### src/rtl/cache_lookup_pkg.sv
// ----------------------------------------------------------------------------
// cache_lookup_pkg
// Shared types and constants for the 2-way cache metadata lookup block.
//   lookup_state_t : control FSM states (IDLE, LOOKUP, FILL)
//   way_t          : way identifier (1 bit for a 2-way cache)
//   NUM_WAYS       : associativity
// ----------------------------------------------------------------------------
package cache_lookup_pkg;

  localparam int NUM_WAYS = 2;

  typedef enum logic [1:0] {
    IDLE   = 2'd0,
    LOOKUP = 2'd1,
    FILL   = 2'd2
  } lookup_state_t;

  typedef logic way_t;

endpackage

### src/rtl/way_compare.sv
// ----------------------------------------------------------------------------
// way_compare
// Combinational tag match for one way of the selected set.
//   valid      in  : way holds a valid line
//   stored_tag in  : tag stored in this way
//   req_tag    in  : tag of the outstanding lookup
//   hit        out : valid and tags equal
// ----------------------------------------------------------------------------
module way_compare #(
  parameter int TAG_WIDTH = 24
) (
  input  logic                 valid,
  input  logic [TAG_WIDTH-1:0] stored_tag,
  input  logic [TAG_WIDTH-1:0] req_tag,
  output logic                 hit
);

  assign hit = valid && (stored_tag == req_tag);

endmodule

### src/rtl/cache_way_lookup.sv
// ----------------------------------------------------------------------------
// cache_way_lookup
// Metadata side of a 2-way set-associative cache. Holds per-set valid, tag
// and LRU state, answers lookups with hit/miss and way, requests a line fill
// on a miss and installs the victim way when the fill completes.
//
// Ports:
//   clk, rst                 clock, asynchronous active-high reset
//   lookup_req/lookup_addr   lookup request, addr = {tag, set}
//   lookup_ready             high only while idle
//   resp_valid/hit/way       one-cycle lookup result
//   fill_req/fill_way        fill request to the line-fill datapath
//   fill_done                fill complete (only honoured while filling)
//   flush                    invalidate every set (only honoured while idle)
//   hit_count/miss_count     saturating statistics, present only when the
//                            LOOKUP_STATS_EN macro is defined
// ----------------------------------------------------------------------------
module cache_way_lookup
  import cache_lookup_pkg::*;
#(
  parameter int S_INDEX   = 3,
  parameter int TAG_WIDTH = 24
) (
  input  logic                         clk,
  input  logic                         rst,
  input  logic                         lookup_req,
  input  logic [TAG_WIDTH+S_INDEX-1:0] lookup_addr,
  output logic                         lookup_ready,
  output logic                         resp_valid,
  output logic                         resp_hit,
  output logic                         resp_way,
  output logic                         fill_req,
  output logic                         fill_way,
  input  logic                         fill_done,
  input  logic                         flush
`ifdef LOOKUP_STATS_EN
  ,
  output logic [31:0]                  hit_count,
  output logic [31:0]                  miss_count
`endif
);

  localparam int NUM_SETS = 1 << S_INDEX;

  // Metadata lives in flops so flush and reset clear everything in one edge.
  logic [NUM_WAYS-1:0]  valid_reg [NUM_SETS];
  logic [TAG_WIDTH-1:0] tag_reg   [NUM_SETS][NUM_WAYS];
  logic [NUM_SETS-1:0]  lru_reg;   // per set: way to evict next

  lookup_state_t        state_reg;
  logic [TAG_WIDTH-1:0] req_tag_reg;
  logic [S_INDEX-1:0]   req_set_reg;
  way_t                 victim_reg;

  logic [NUM_WAYS-1:0]  hit_vec;
  logic [NUM_WAYS-1:0]  set_valid;
  logic                 any_hit;
  way_t                 hit_way;
  way_t                 miss_victim;

  assign set_valid = valid_reg[req_set_reg];

  genvar gi;
  generate
    for (gi = 0; gi < NUM_WAYS; gi++) begin : g_way
      way_compare #(.TAG_WIDTH(TAG_WIDTH)) u_cmp (
        .valid      (set_valid[gi]),
        .stored_tag (tag_reg[req_set_reg][gi]),
        .req_tag    (req_tag_reg),
        .hit        (hit_vec[gi])
      );
    end
  endgenerate

  assign any_hit = |hit_vec;
  // A double hit cannot arise legally; way 0 takes priority if it ever does.
  assign hit_way = hit_vec[0] ? 1'b0 : 1'b1;

  // Prefer an empty way (way 0 first) before evicting by LRU.
  always_comb begin
    miss_victim = lru_reg[req_set_reg];
    if (!set_valid[0])
      miss_victim = 1'b0;
    else if (!set_valid[1])
      miss_victim = 1'b1;
  end

  // Responses come straight from state so an async reset drops them at once.
  assign lookup_ready = (state_reg == IDLE);
  assign fill_req     = (state_reg == FILL);
  assign fill_way     = fill_req ? victim_reg : 1'b0;
  assign resp_valid   = ((state_reg == LOOKUP) && any_hit) ||
                        ((state_reg == FILL) && fill_done);
  assign resp_hit     = (state_reg == LOOKUP) && any_hit;
  assign resp_way     = !resp_valid ? 1'b0 :
                        (state_reg == LOOKUP) ? hit_way : victim_reg;

  always_ff @(posedge clk or posedge rst) begin
    if (rst) begin
      state_reg   <= IDLE;
      req_tag_reg <= '0;
      req_set_reg <= '0;
      victim_reg  <= 1'b0;
      lru_reg     <= '0;
      for (int s = 0; s < NUM_SETS; s++) begin
        valid_reg[s] <= '0;
        for (int w = 0; w < NUM_WAYS; w++)
          tag_reg[s][w] <= '0;
      end
    end else begin
      case (state_reg)
        IDLE: begin
          if (flush) begin
            lru_reg <= '0;
            for (int s = 0; s < NUM_SETS; s++)
              valid_reg[s] <= '0;
          end else if (lookup_req) begin
            req_tag_reg <= lookup_addr[TAG_WIDTH+S_INDEX-1:S_INDEX];
            req_set_reg <= lookup_addr[S_INDEX-1:0];
            state_reg   <= LOOKUP;
          end
        end
        LOOKUP: begin
          if (any_hit) begin
            lru_reg[req_set_reg] <= ~hit_way;
            state_reg            <= IDLE;
          end else begin
            victim_reg <= miss_victim;
            state_reg  <= FILL;
          end
        end
        FILL: begin
          if (fill_done) begin
            tag_reg[req_set_reg][victim_reg]   <= req_tag_reg;
            valid_reg[req_set_reg][victim_reg] <= 1'b1;
            lru_reg[req_set_reg]               <= ~victim_reg;
            state_reg                          <= IDLE;
          end
        end
        default: state_reg <= IDLE;
      endcase
    end
  end

`ifdef LOOKUP_STATS_EN
  logic hit_inc;
  logic miss_inc;

  assign hit_inc  = resp_valid && resp_hit;
  assign miss_inc = resp_valid && !resp_hit;

  always_ff @(posedge clk or posedge rst) begin
    if (rst) begin
      hit_count  <= '0;
      miss_count <= '0;
    end else begin
      if (hit_inc && (hit_count != 32'hFFFF_FFFF))
        hit_count <= hit_count + 32'd1;
      if (miss_inc && (miss_count != 32'hFFFF_FFFF))
        miss_count <= miss_count + 32'd1;
    end
  end
`endif

endmodule

### config.mk
export PLATFORM = sky130hd
export DESIGN_NAME = cache_way_lookup
export DESIGN_NICKNAME = d
export VERILOG_FILES = /design/src/rtl/cache_lookup_pkg.sv /design/src/rtl/way_compare.sv /design/src/rtl/cache_way_lookup.sv
export SDC_FILE = /design/constraint.sdc
export NUM_CORES = 1
export LEC_CHECK = 0
export ABC_CLOCK_PERIOD_IN_PS = 20700
export CORE_MARGIN = 2
export CORE_UTILIZATION = 39
export DETAILED_ROUTE_END_ITERATION = 8
export HOLD_SLACK_MARGIN = 0.08
export PLACE_DENSITY = 0.56
export SYNTH_ARGS = -nofsm -noshare
export SYNTH_HDL_FRONTEND = slang
export SYNTH_HIERARCHICAL = 1
export SYNTH_SLANG_ARGS = --single-unit
### constraint.sdc
create_clock -name clk -period 20.7 [get_ports clk]
set_clock_uncertainty 0.1 [all_clocks]
set_input_delay 3.105 -clock clk [delete_from_list [all_inputs] [get_ports clk]]
set_output_delay 3.105 -clock clk [all_outputs]
set_load 0.02 [all_outputs]
==> impl_metrics.toml <==
[detailed_routing]
drt-total-wl_um = 59200
drt_iter0_markers = 1024
route.detailed.drc = 0
ant_nets = 0
drtPass1Iterations = 5
wire_per_inst_um = 26.8
vias = 12800
vias_per_cell = 5.78

[synth]
synth-async-reset-ratio = 1.00
ys.flop_type = "dfrtp_1"
yosys.area_share.simple = 0.0477
synth_cell_type_count = 62
synth_fa_ha_area_frac = 0.00242
syn_area_sq_um = 20600
synth_top_family_by_area = "multiplexers"
synth_compound_area_frac = 0.0813
synthCells = 1494
synth_xor_area_frac = 0.0204
yosysWarnings = 6
synthMuxAreaShare = 0.278
synth-seq-area-share = 0.531
ys_ff_latch = 438
synth.net_count = 1530
syn_area_per_cell_sq_um = 13.8
synth_edf_count = 0

[clocking]
cts.clk_slew.worst_paths_ps = 60
ctsHoldBuffers = 0
postCtsSetupBuffers = 0
clk_latency_ps = 600
cts_resized = 0
clock_tree.root_cell = "clkbuf_16"
htree_levels = 2
clock_path_buffers = 3
cts_sinks = 438
cts_tree = "yes"
numCtsBuffers = 49

[worst_setup_path]
r2r_end = "lru_reg[4]"
cp_slowest_cell = "dfrtp_4"
cp.required_ps = 17500
worstPathMaxFanout = 54
worst_r2r_path_depth = 13
endpoint_kind = "primary output"
r2r-start = "req_set_reg[0]"
critPathKind = "reg2out"
cp_cell_sequence = "buf_4 -> inv_1 -> nor2_1 -> a221oi_1 -> o21ai_0 -> xor2_1 -> nor4_1 -> nand3_1 -> nor4_2 -> o21a_1 -> a21o_1 -> o211a_1 -> clkdlybuf4s50_1"
critPathMaxStageDelay_ps = 950
crit_arrival_ps = 5870
start_kind = "flop"
r2r_slack_ps = 15080
worstSetupStartpoint = "req_set_reg[0]"

[final_layout]
drive_above_1_share = 0.390
stdcell_area_sq_um = 23000
largest_reg_flops = 384
antenna_cells = 0
final_nets = 1527
area_growth_pct = 11.2

[grt]
gr-usage-met3 = 0.0320
grt_max_degree = 179
use_met1 = 0.311
antenna_found_initial = 0
grt_pass1_vias = 13100
busiest_layer = "met2"
grt_overflow = 0
grt_pass1_wl_um = 88700
use_met2 = 0.349
grt_usage = 0.220

[sta]
period_share = 0.438
rsz0062_at_grt = "no"
drv_slew = 0
timing.setup.tns_ps = 0
finalSetupViolations = 0
slew_headroom = 0.121
max_freq_mhz = 110
fin_crit_ps = 9070
tightest_slew_ps = 1320
hold_viol = 0
worst_slack_ps = 11630

[placed_design]
dp_hpwl_um = 33500
dp_slack_ps = 12180
postPlaceCellArea_sq_um = 21400
io_buffers = 37
place.gp.congestion = 0.770

[floorplanning]
fp.coreArea_sq_um = 52400
start_util = 0.394
die_y_um = 234
die_w_um = 234
dieArea_sq_um = 54800
io_pins = 38
rows = 84

[power_and_ir_drop]
leakage_nw = 10.6
peakVddDrop_v = 0.0000757
p_per_area_nw_per_um2 = 144

[hold_path]
hold_path_class = "reg2reg"
hold-path-endpoint = "tag_reg[171]"
hp-start = "tag_reg[171]"
hold_depth = 1

[run_status]
outcome = "finished clean"

[run]
maxCapViolations = 0
power by group:
part / internal (mW) / switching, mW / leakage, nW
Clock: 0.517 / 0.355 / 0.789
Combinational: 0.452 / 0.581 / 3.90
Sequential: 1.09 / 0.303 / 5.92
Total: 2.06 / 1.24 / 10.6
how the worst max path moves through the flow:
stage / to / slack (ps) / cells after the start
after floorplan: lru_reg[0] / 5290 / 1
after global placement: resp_way / 12280 / 13
after detailed placement: resp_way / 12180 / 13
after CTS: resp_way / 11570 / 13
after global routing: resp_way / 11260 / 13
final: resp_way / 11630 / 13
per-layer routing:
layer,vias to the layer above,wire (um),part of all wire
met5,-,0,0
met4,0,1550,0.026
met3,99,3200,0.054
met2,370,27500,0.46
met1,6794,26900,0.46
li1,5530,-,-
synth_stat cells, drive strengths merged, types with 5 or more instances:
library cell / count / area share
a21boi: 7 / 0.0025
a21oi: 46 / 0.011
a221oi: 47 / 0.020
a222oi: 7 / 0.0034
a22o: 10 / 0.0042
a22oi: 48 / 0.017
buf: 81 / 0.031
clkbuf: 40 / 0.0073
dfrtp: 438 / 0.53
inv: 7 / 0.0013
mux2: 451 / 0.25
mux2i: 29 / 0.014
mux4: 16 / 0.017
nand2: 28 / 0.0051
nand3: 15 / 0.0045
nor2: 57 / 0.018
nor4: 10 / 0.0047
o21a: 9 / 0.0033
o21ai: 25 / 0.0061
o221ai: 10 / 0.0042
o22ai: 9 / 0.0027
o2bb2ai: 5 / 0.0021
xnor2: 18 / 0.0076
xor2: 30 / 0.013
cells in the final DEF, fill, tap and decap left out, types with 5 or more instances in the layout:
cell	instances
o2bb2ai_1	5
o221ai_1	10
a21oi_1	46
clkbuf_8	12
mux2_2	428
nor2_1	38
nor4_1	6
dfrtp_1	435
buf_4	29
clkbuf_1	13
o22ai_1	9
mux2_1	22
clkbuf_16	51
o21ai_0	24
a221oi_1	46
o21a_1	9
mux2i_1	29
mux4_2	16
clkinv_2	5
nand2_1	27
inv_1	6
a222oi_1	7
nor2_4	12
nand3_1	13
a21boi_0	7
xnor2_1	18
a22o_1	10
xor2_1	30
clkdlybuf4s50_1	37
a22oi_1	48
through the flow:
stage                     hold slack (ps)   util  std cells  power, mW
final                                 385  0.438       2213       3.30
after global routing                  403  0.438       2213       3.46
after CTS                             384  0.438       2213       3.32
after detailed placement              371  0.407       2128       2.44
after global placement                364  0.407       2128       2.42
after floorplan                       353      -       1494       2.06
worst max-delay path, delay by kind of cell, from the launching register on:
family	cells	cell delay, ps
buffers and inverters	3	1390
xor gates and xnor gates	1	110
and+or+nand+nor	4	1790
DFF	1	950
AOI/OAI and AO/OA	5	990
layout make-up:
class / instances / area, sq um
Clock buffer: 76 / 1490
Clock inverter: 9 / 105
Fill cell: 4737 / 29500
Inverter: 7 / 33.8
Multi-Input combinational cell: 928 / 8890
Sequential cell: 438 / 11000
Tap cell: 688 / 861
Timing Repair Buffer: 67 / 608
cells by family after synthesis:
family	count (synthesis)
XOR/XNOR	48
buffers and inverters	128
multiplexers	496
AO/OA/AOI/OAI	232
adder cells (fa/ha/maj)	4
AND/OR/NAND/NOR	148
flip-flops	438
Power figures use the tool's default switching activity.
